### src/rtl/hsv_core_mem_access_seq_if.sv
// hsv_core_mem_access_seq_if: request, data-bus and result channels of the memory access sequencer
interface hsv_core_mem_access_seq_if #(parameter int XLEN = 32);
  localparam int BB = XLEN / 8;
  logic in_valid, in_ready, in_write, in_sign_extend;
  logic [XLEN-1:0] in_addr, in_wdata;
  logic [1:0] in_size;
  logic bus_valid, bus_ready, bus_write, bus_rsp_valid;
  logic [XLEN-1:0] bus_addr, bus_wdata, bus_rsp_rdata;
  logic [BB-1:0] bus_strb;
  logic out_valid, out_ready, out_fault;
  logic [XLEN-1:0] out_rdata;
  modport slave (
    input in_valid, in_addr, in_size, in_write, in_sign_extend, in_wdata,
    input bus_ready, bus_rsp_valid, bus_rsp_rdata, out_ready,
    output in_ready, bus_valid, bus_addr, bus_write, bus_strb, bus_wdata,
    output out_valid, out_rdata, out_fault
  );
  modport master (
    output in_valid, in_addr, in_size, in_write, in_sign_extend, in_wdata,
    output bus_ready, bus_rsp_valid, bus_rsp_rdata, out_ready,
    input in_ready, bus_valid, bus_addr, bus_write, bus_strb, bus_wdata,
    input out_valid, out_rdata, out_fault
  );
endinterface

### src/rtl/hsv_core_mem_access_seq.sv
// hsv_core_mem_access_seq: load/store sequencer issuing aligned bus beats; HSV_CORE_MEM_SPLIT_EN enables two-beat bus-crossing accesses
module hsv_core_mem_access_seq #(parameter int XLEN = 32) (
  input logic clk_core,
  input logic rst_core,
  input logic flush,
  hsv_core_mem_access_seq_if.slave io
);
  localparam int BUS_BYTES = XLEN / 8;
  localparam int OW = $clog2(BUS_BYTES);
`ifdef HSV_CORE_MEM_SPLIT_EN
  localparam int NBEAT = 2;
  typedef enum logic [2:0] {IDLE, BEAT0, WAIT0, BEAT1, WAIT1, DONE, FAULT} state_t;
`else
  localparam int NBEAT = 1;
  typedef enum logic [2:0] {IDLE, BEAT0, WAIT0, DONE, FAULT} state_t;
`endif
  localparam int NW = NBEAT * XLEN;
  localparam int NS = NBEAT * BUS_BYTES;
  state_t state, state_n;
  logic [XLEN-1:0] addr_q, res_q;
  logic [OW-1:0] off, off_q;
  logic [1:0] size_q;
  logic write_q, sext_q, bad;
  logic [3:0] nb;
  logic [NS-1:0] strb_n, strb_q;
  logic [NW-1:0] wdata_n, wdata_q;
`ifdef HSV_CORE_MEM_SPLIT_EN
  logic split_n, split_q;
  logic [XLEN-1:0] lo_q;
`endif
  // Shift the raw beat window down to the access, then extend via shift-up / shift-down
  function automatic logic [XLEN-1:0] merge(input logic [NW-1:0] raw, input logic [OW-1:0] o,
                                            input logic [1:0] sz, input logic sx);
    logic [NW-1:0] s;
    logic [XLEN-1:0] t;
    logic signed [XLEN-1:0] a;
    logic [6:0] sh;
    s = raw >> {o, 3'b000};
    sh = 7'(XLEN) - (7'd8 << sz);
    t = s[XLEN-1:0] << sh;
    a = $signed(t) >>> sh;
    return sx ? a : t >> sh;
  endfunction
  always_comb begin
    off = io.in_addr[OW-1:0];
    nb = 4'd1 << io.in_size;
    strb_n = ((NS'(1) << nb) - NS'(1)) << off;
    wdata_n = NW'(io.in_wdata) << {off, 3'b000};
`ifdef HSV_CORE_MEM_SPLIT_EN
    split_n = 5'(off) + 5'(nb) > 5'(BUS_BYTES);
    bad = io.in_size == 2'd3 && XLEN == 32;
`else
    bad = (io.in_size == 2'd3 && XLEN == 32) || |(io.in_addr[2:0] & 3'(nb - 4'd1));
`endif
    state_n = state;
    case (state)
      IDLE: state_n = io.in_valid ? (bad ? FAULT : BEAT0) : IDLE;
      BEAT0: state_n = io.bus_ready ? WAIT0 : BEAT0;
`ifdef HSV_CORE_MEM_SPLIT_EN
      WAIT0: state_n = io.bus_rsp_valid ? (split_q ? BEAT1 : DONE) : WAIT0;
      BEAT1: state_n = io.bus_ready ? WAIT1 : BEAT1;
      WAIT1: state_n = io.bus_rsp_valid ? DONE : WAIT1;
`else
      WAIT0: state_n = io.bus_rsp_valid ? DONE : WAIT0;
`endif
      DONE, FAULT: state_n = io.out_ready ? IDLE : state;
      default: state_n = IDLE;
    endcase
  end
  always_ff @(posedge clk_core) begin
    if (rst_core || flush) begin
      state <= IDLE;
      write_q <= 1'b0;
      res_q <= '0;
    end else begin
      state <= state_n;
      if (io.in_valid && state == IDLE) begin
        addr_q <= {io.in_addr[XLEN-1:OW], OW'(0)};
        off_q <= off;
        size_q <= io.in_size;
        write_q <= io.in_write;
        sext_q <= io.in_sign_extend;
        strb_q <= strb_n;
        wdata_q <= wdata_n;
`ifdef HSV_CORE_MEM_SPLIT_EN
        split_q <= split_n;
`endif
      end
      if (state == WAIT0 && io.bus_rsp_valid)
        res_q <= write_q ? '0 : merge(NW'(io.bus_rsp_rdata), off_q, size_q, sext_q);
`ifdef HSV_CORE_MEM_SPLIT_EN
      if (state == WAIT0 && io.bus_rsp_valid)
        lo_q <= io.bus_rsp_rdata;
      if (state == WAIT1 && io.bus_rsp_valid)
        res_q <= write_q ? '0 : merge({io.bus_rsp_rdata, lo_q}, off_q, size_q, sext_q);
`endif
    end
  end
`ifdef HSV_CORE_MEM_SPLIT_EN
  logic hi;
  assign hi = state == BEAT1;
  assign io.bus_valid = state == BEAT0 || hi;
  assign io.bus_addr = hi ? addr_q + XLEN'(BUS_BYTES) : addr_q;
  assign io.bus_strb = hi ? strb_q[NS-1:BUS_BYTES] : state == BEAT0 ? strb_q[BUS_BYTES-1:0] : '0;
  assign io.bus_wdata = hi ? wdata_q[NW-1:XLEN] : wdata_q[XLEN-1:0];
`else
  assign io.bus_valid = state == BEAT0;
  assign io.bus_addr = addr_q;
  assign io.bus_strb = state == BEAT0 ? strb_q : '0;
  assign io.bus_wdata = wdata_q;
`endif
  assign io.in_ready = state == IDLE;
  assign io.bus_write = write_q;
  assign io.out_valid = state == DONE || state == FAULT;
  assign io.out_fault = state == FAULT;
  assign io.out_rdata = state == DONE ? res_q : '0;
endmodule
### src/flat_wrapper.sv
// flat-port wrapper written by rule: the top's interface ports become plain ports
module hsv_core_mem_access_seq_flat 
#(parameter int XLEN = 32)
  (clk_core, rst_core, flush, io_in_valid, io_in_addr, io_in_size, io_in_write, io_in_sign_extend, io_in_wdata, io_bus_ready, io_bus_rsp_valid, io_bus_rsp_rdata, io_out_ready, io_in_ready, io_bus_valid, io_bus_addr, io_bus_write, io_bus_strb, io_bus_wdata, io_out_valid, io_out_rdata, io_out_fault);
  hsv_core_mem_access_seq_if #(.XLEN(XLEN)) io_i ();
  input logic clk_core;
  input logic rst_core;
  input logic flush;
  input wire logic [$bits(io_i.in_valid)-1:0] io_in_valid;
  input wire logic [$bits(io_i.in_addr)-1:0] io_in_addr;
  input wire logic [$bits(io_i.in_size)-1:0] io_in_size;
  input wire logic [$bits(io_i.in_write)-1:0] io_in_write;
  input wire logic [$bits(io_i.in_sign_extend)-1:0] io_in_sign_extend;
  input wire logic [$bits(io_i.in_wdata)-1:0] io_in_wdata;
  input wire logic [$bits(io_i.bus_ready)-1:0] io_bus_ready;
  input wire logic [$bits(io_i.bus_rsp_valid)-1:0] io_bus_rsp_valid;
  input wire logic [$bits(io_i.bus_rsp_rdata)-1:0] io_bus_rsp_rdata;
  input wire logic [$bits(io_i.out_ready)-1:0] io_out_ready;
  output wire logic [$bits(io_i.in_ready)-1:0] io_in_ready;
  output wire logic [$bits(io_i.bus_valid)-1:0] io_bus_valid;
  output wire logic [$bits(io_i.bus_addr)-1:0] io_bus_addr;
  output wire logic [$bits(io_i.bus_write)-1:0] io_bus_write;
  output wire logic [$bits(io_i.bus_strb)-1:0] io_bus_strb;
  output wire logic [$bits(io_i.bus_wdata)-1:0] io_bus_wdata;
  output wire logic [$bits(io_i.out_valid)-1:0] io_out_valid;
  output wire logic [$bits(io_i.out_rdata)-1:0] io_out_rdata;
  output wire logic [$bits(io_i.out_fault)-1:0] io_out_fault;
  assign io_i.in_valid = io_in_valid;
  assign io_i.in_addr = io_in_addr;
  assign io_i.in_size = io_in_size;
  assign io_i.in_write = io_in_write;
  assign io_i.in_sign_extend = io_in_sign_extend;
  assign io_i.in_wdata = io_in_wdata;
  assign io_i.bus_ready = io_bus_ready;
  assign io_i.bus_rsp_valid = io_bus_rsp_valid;
  assign io_i.bus_rsp_rdata = io_bus_rsp_rdata;
  assign io_i.out_ready = io_out_ready;
  assign io_in_ready = io_i.in_ready;
  assign io_bus_valid = io_i.bus_valid;
  assign io_bus_addr = io_i.bus_addr;
  assign io_bus_write = io_i.bus_write;
  assign io_bus_strb = io_i.bus_strb;
  assign io_bus_wdata = io_i.bus_wdata;
  assign io_out_valid = io_i.out_valid;
  assign io_out_rdata = io_i.out_rdata;
  assign io_out_fault = io_i.out_fault;
  hsv_core_mem_access_seq #(.XLEN(XLEN)) u_core (.clk_core(clk_core), .rst_core(rst_core), .flush(flush), .io(io_i));
endmodule
### config.mk
export PLATFORM = sky130hd
export DESIGN_NAME = hsv_core_mem_access_seq_flat
export DESIGN_NICKNAME = d
export VERILOG_FILES = /design/src/rtl/hsv_core_mem_access_seq_if.sv /design/src/rtl/hsv_core_mem_access_seq.sv /design/src/flat_wrapper.sv
export SDC_FILE = /design/constraint.sdc
export NUM_CORES = 1
export LEC_CHECK = 0
export ABC_AREA = 0
export CAP_MARGIN = 20
export CORE_MARGIN = 2
export CORE_UTILIZATION = 46
export CTS_BUF_LIST = sky130_fd_sc_hd__clkbuf_16
export CTS_CLUSTER_SIZE = 28
export DETAILED_ROUTE_END_ITERATION = 12
export GPL_TIMING_DRIVEN = 0
export PLACE_DENSITY = 0.86
export SLEW_MARGIN = 20
export SYNTH_ARGS = -nofsm -noshare
export SYNTH_HDL_FRONTEND = slang
export SYNTH_SLANG_ARGS = --single-unit
### constraint.sdc
create_clock -name clk_core -period 14.5 [get_ports clk_core]
set_clock_uncertainty 0.1 [all_clocks]
set_input_delay 2.9 -clock clk_core [delete_from_list [all_inputs] [get_ports clk_core]]
set_output_delay 2.9 -clock clk_core [all_outputs]
set_load 0.01 [all_outputs]
# Yosys cells after proc, flatten, opt, wreduce, memory -nomap -nowiden
# Cells that the tools add are included.
[totals]
register_bits = 107
latchBits = 0
ramBits = 0
rom_bits = 0
input_bits = 107
output_inout_bits = 105
elab_cells = 48
mem_count = 0
[op_classes]
add_sub_neg = 3
n_mul = 0
div_mod_pow = 0
n_lt_le_gt_ge = 0
n_eq_ne = 6
shifts = 9
muxes = 10
bitwise_logic = 2
reduce_logical = 9
[op_table]
columns = ["cell", "n"]
rows = [
  ["$mux W32", 3],
  ["$shl A32 B5 Y32", 1],
  ["$shl A32 B7 Y32", 1],
  ["$shr A32 B5 Y32", 1],
  ["$shr A32 B7 Y32", 1],
  ["$sshr A32 B7 Y32", 1],
  ["$pmux W3 S4", 1],
  ["$mux W3", 3],
  ["$shl A4 B2 Y7 const A", 1],
  ["$sub A6 B7 Y7 const A", 1],
  ["$eq A3 B2 Y1 const B", 2],
  ["$mux W4", 1],
  ["$shl A1 B2 Y4 const A", 1],
  ["$shl A1 B4 Y4 const A", 1],
  ["$shl A4 B2 Y4", 1],
  ["$sub A4 B2 Y4 const B", 1],
  ["$and A3 B3 Y3", 1],
  ["$eq A3 B1 Y1 const B", 1],
  ["$eq A3 B3 Y1 const B", 1],
  ["$logic_not A3 Y1", 1],
  ["$logic_or A1 B1 Y1", 3],
  ["$reduce_or A3 Y1", 1],
  ["$sub A3 B1 Y3 const B", 1],
  ["$eq A2 B2 Y1 const B", 1],
  ["7 further kinds", 8],
]

# Longest topological paths before layout
[logic_depth]
depth_word = 8
mapped_depth = 7
mapped_depth_nobuf = 4

# Worst setup path after synthesis
# OpenSTA, ideal clock, no wires.
[synth_path]
path_kind = "input port to flip-flop"
from = "input flush"
to = "register u_core.addr_q[10], in the netlist u_core.io.bus_addr[10] (enable)"
setup_time_ns = 0.501
arrival_ns = 6.531
required_ns = 13.899
slack_ns = 7.368
path_stages = 4
n_path_buf = 2
path_cell_list = "or2_2 -> clkbuf_1 -> clkbuf_1 -> nor2_1"
[synth_between]
elab_chain_len = 3
[synth_rtl]
columns = ["item", "line_no", "text"]
rows = [
  ["start, declared", "flat_wrapper.sv:8", "input logic flush;"],
  ["$logic_or A1 B1 Y1", "hsv_core_mem_access_seq.sv:71", "if (rst_core || flush) begin"],
  ["$not A1 Y1 (no source line)", "-", ""],
  ["$reduce_and A2 Y1 (no source line)", "-", ""],
  ["end signal, assigned", "hsv_core_mem_access_seq.sv:78", "addr_q <= {io.in_addr[XLEN-1:OW], OW'(0)};"],
  ["end, declared", "hsv_core_mem_access_seq.sv:20", "logic [XLEN-1:0] addr_q, res_q;"],
]
# No other way between the ends.
# A chain may end at the register's enable or synchronous reset.

# Worst setup path in the final report
[layout_path]
from = "register u_core.state[1]"
to = "output io_out_rdata[7]"
[layout_between]
elab_chain_len = 2
[layout_rtl]
columns = ["item", "line_no", "text"]
rows = [
  ["start, declared", "hsv_core_mem_access_seq.sv:19", "state_t state, state_n;"],
  ["start signal, assigned", "hsv_core_mem_access_seq.sv:76", "state <= state_n;"],
  ["$eq A3 B2 Y1", "hsv_core_mem_access_seq.sv:116", "assign io.out_rdata = state == DONE ? res_q : '0;"],
  ["$mux W32", "hsv_core_mem_access_seq.sv:116", ""],
  ["end, declared", "flat_wrapper.sv:26", "output wire logic [$bits(io_i.out_rdata)-1:0] io_out_rdata;"],
]
# No other way between the ends.

==> load_flow_metrics.sql <==
INSERT INTO impl_metrics (metric_group, metric, value, unit) VALUES
('status', 'status', 'finished, final reports clean', ''),
('final_layout', 'area_delta_synth_final', '52.76', '%'),
('timing', 'final_max_slew_viol_count', '0', ''),
('power', 'power_density', '87.34', 'nW/um^2'),
('timing', 'setup_repair_after_global_routing_missed_its_margin', 'false', ''),
('clock_tree', 'numClockSinks', '107', ''),
('clock_tree', 'ctsHtreeMaxLevel', '3', ''),
('critical_path', 'cp_data_required_time', '11.50', 'ns'),
('timing', 'slew-limit-headroom', '0.5120', ''),
('critical_path', 'reg2reg_setup_slack', '12.13', 'ns'),
('synthesis', 'ys_types', '42', ''),
('timing', 'setup_total_negative_slack', '0', 'ns'),
('power', 'power.ir.vdd_worst', '0.00007647', 'V'),
('synthesis', 'synth_flop_cell', 'sky130_fd_sc_hd__edfxtp_1', ''),
('detailed_routing', 'postRouteWirelength', '15270', 'microns'),
('run', 'cap_violations', '0', ''),
('critical_path', 'worst_setup_path_start_kind', 'flip-flop', ''),
('clock_tree', 'hold_buffers', '0', ''),
('global_routing', 'grt_pass1_wl', '23280', 'microns'),
('placed_design', 'port_buffers', '209', ''),
('die', 'initial_core_util', '0.4757', ''),
('min_path', 'min-delay-start', 'u_core.res_q[13]$_SDFFE_PP0P_', ''),
('die', 'floorplan.rows', '37', ''),
('global_routing', 'grt_antenna_before_repair', '0', ''),
('power', 'leakage_power_of_the_design', '2.683', 'nW'),
('synthesis', 'seq_area_frac_synth', '0.5809', ''),
('clock_tree', 'tritoncts_clock_tree', 'built', ''),
('clock_tree', 'cts_resized', '0', ''),
('synthesis', 'synth_top_cell_area_share', '0.4341', ''),
('synthesis', 'synth.most_common_cell', 'sky130_fd_sc_hd__edfxtp_1', ''),
('detailed_routing', 'route.detailed.wl_per_inst', '19.19', 'microns'),
('critical_path', 'critical_path.max_fanout', '10', ''),
('synthesis', 'synth_area', '4911', 'sq um'),
('timing', 'finalCriticalPeriod', '5.469', 'ns'),
('die', 'die_area', '11520', 'sq um'),
('final_layout', 'antennaDiodeCount', '0', ''),
('clock_tree', 'clock_tree.buffer_depth', '2', ''),
('clock_tree', 'clkLatencyLatePin', '0.34', 'ns'),
('critical_path', 'worstReg2RegStart', 'u_core.state[0]$_SDFFE_PP0P_', ''),
('die', 'ios', '212', ''),
('synthesis', 'synth-edff-count', '71', ''),
('detailed_routing', 'detailedRoute.firstIterationViolations', '221', ''),
('timing', 'final_period_utilization', '0.3771', ''),
('die', 'chipWidth', '107.3', 'microns'),
('critical_path', 'crit_path_end_kind', 'primary output', ''),
('timing', 'final_number_of_setup_violating_endpoints', '0', ''),
('clock_tree', 'postCtsSetupBuffers', '0', ''),
('detailed_routing', 'ant_nets', '0', ''),
('synthesis', 'syn_inst', '432', ''),
('final_layout', 'layout.nets', '762', ''),
('timing', 'timing.fmax', '0.1829', 'GHz'),
('final_layout', 'drive_above_1_share', '0.05758', ''),
('synthesis', 'synth.avg_cell_area', '11.37', 'sq um'),
('synthesis', 'ys_top_cells_by_count', 'sky130_fd_sc_hd__edfxtp_1, sky130_fd_sc_hd__and2_1, sky130_fd_sc_hd__dfxtp_1', ''),
('synthesis', 'flip_flop_and_latch_count_after_synthesis', '107', ''),
('critical_path', 'r2r_cells', '5', ''),
('timing', 'finalHoldViolCount', '0', ''),
('critical_path', 'critical_path_arrival', '2.47', 'ns'),
('placed_design', 'routabilityCongestion', '0.9276', ''),
('clock_tree', 'clkSlewWorstSetupHoldPaths', '0.07', 'ns'),
('detailed_routing', 'drc', '0', ''),
('synthesis', 'yosysWarningCount', '0', ''),
('detailed_routing', 'routed-via-count', '4427', ''),
('global_routing', 'grt_util_all_layers', '0.2662', ''),
('synthesis', 'synth_area_leaders', 'sky130_fd_sc_hd__edfxtp_1, sky130_fd_sc_hd__dfxtp_1, sky130_fd_sc_hd__mux2i_1', ''),
('global_routing', 'globalRouteOverflowTotal', '0', ''),
('timing', 'tightest_slew', '0.7320', 'ns'),
('min_path', 'worst_hold_path.num_cells', '2', ''),
('critical_path', 'timing_worst_setup_path_type', 'flip-flop to primary output', ''),
('min_path', 'timing.hold.worst_endpoint', 'u_core.res_q[13]$_SDFFE_PP0P_', ''),
('synthesis', 'synth_area_leader_cell', 'sky130_fd_sc_hd__edfxtp_1', '');
[registers in the layout, indices dropped and copies added, names as in the netlist]
name                 flops
u_core.io.bus_wdata     32
u_core.res_q            32
u_core.io.bus_addr      30
u_core.strb_q            4
u_core.state             3
u_core.off_q             2
u_core.size_q            2
u_core.io.bus_write      1
u_core.sext_q            1
[kinds of logic after synthesis]
family                    synth area share
AOI/OAI and AO/OA                   0.1429
xor gates and xnor gates          0.001784
buffers and inverters              0.03235
muxes                              0.06981
DFF                                 0.5809
other                            0.0007636
and+or+nand+nor                     0.1715
[critical path, cell delays in order, from the launching register on]
cell and delay (ns):
sky130_fd_sc_hd__dfxtp_1 0.44, sky130_fd_sc_hd__nand2_1 0.09, sky130_fd_sc_hd__nor2_1 0.46, sky130_fd_sc_hd__clkbuf_1 0.39, sky130_fd_sc_hd__and2_1 0.21, sky130_fd_sc_hd__clkdlybuf4s50_1 0.54
[routing by layer]
layer,up-vias,wire length [microns],global-route usage
met5,-,0,0
met4,0,408,0.09833
met3,30,1791,0.1017
met2,250,7887,0.4833
met1,2106,5185,0.2775
li1,2041,-,-
[cell usage in the layout (no fill, tap or decap), drive strengths merged, types with 7 or more instances in the layout]
master         synthesis  layout
clkdlybuf4s50          0     209
edfxtp                71      71
and2                  44      44
dfxtp                 36      36
mux2i                 32      32
nand2                 31      31
a21oi                 27      27
clkbuf                18      27
o21ai                 26      26
nor2                  23      23
nor2b                 19      19
buf                   15      17
a22oi                 15      15
a211oi                15      15
nor4                   9       9
nand3b                 8       8
a211o                  7       7
a32oi                  7       7
[per-stage QoR]
stage	util	setup slack [ns]	hold slack [ns]	std cells	area, sq um
3_5_place_dp	0.6998	8.980	0.3392	780	7224
6_report	0.7267	9.031	0.3491	796	7502
2_1_floorplan	-	7.368	0.3167	433	4915
5_1_grt	0.7267	8.844	0.3908	796	7502
4_1_cts	0.7267	9.013	0.3560	796	7502
3_3_place_gp	0.6952	5.700	0.3357	778	7177
[how the worst max path moves through the flow]
stage                                            start                                 to  slack, ns  cells after the start
after CTS                 u_core.state[1]$_SDFFE_PP0P_                    io_out_rdata[1]       9.01                      5
after global routing      u_core.state[0]$_SDFFE_PP0P_                    io_out_rdata[1]       8.84                      5
after floorplan                                  flush   u_core.io.bus_addr[10]$_DFFE_PP_       7.37                      4
after global placement                           flush  u_core.io.bus_wdata[25]$_DFFE_PP_       5.70                      5
final                     u_core.state[1]$_SDFFE_PP0P_                    io_out_rdata[7]       9.03                      5
after detailed placement                         flush  u_core.io.bus_wdata[25]$_DFFE_PP_       8.98                      7
[where the power goes]
part / leakage, nW / switching (W) / total (W) / internal (W)
Combinational: 1.61 / 0.0000392 / 0.0000877 / 0.0000485
Clock: 0.127 / 0.000114 / 0.000231 / 0.000117
Sequential: 0.940 / 0.00000284 / 0.000336 / 0.000333
Total: 2.68 / 0.000156 / 0.000655 / 0.000499
[cell type report]
type                       instances  area [sq um]
clock inverter                     7         52.55
clock buffer                       9         225.2
buffer                            33         155.1
sequential                       107          2853
inverter                           1         3.754
tap                              136         170.2
multi-input combinational        292          1911
timing repair buffer             211          2132
fill                             734          2821
Note: power is estimated with default switching activity, not from simulation.
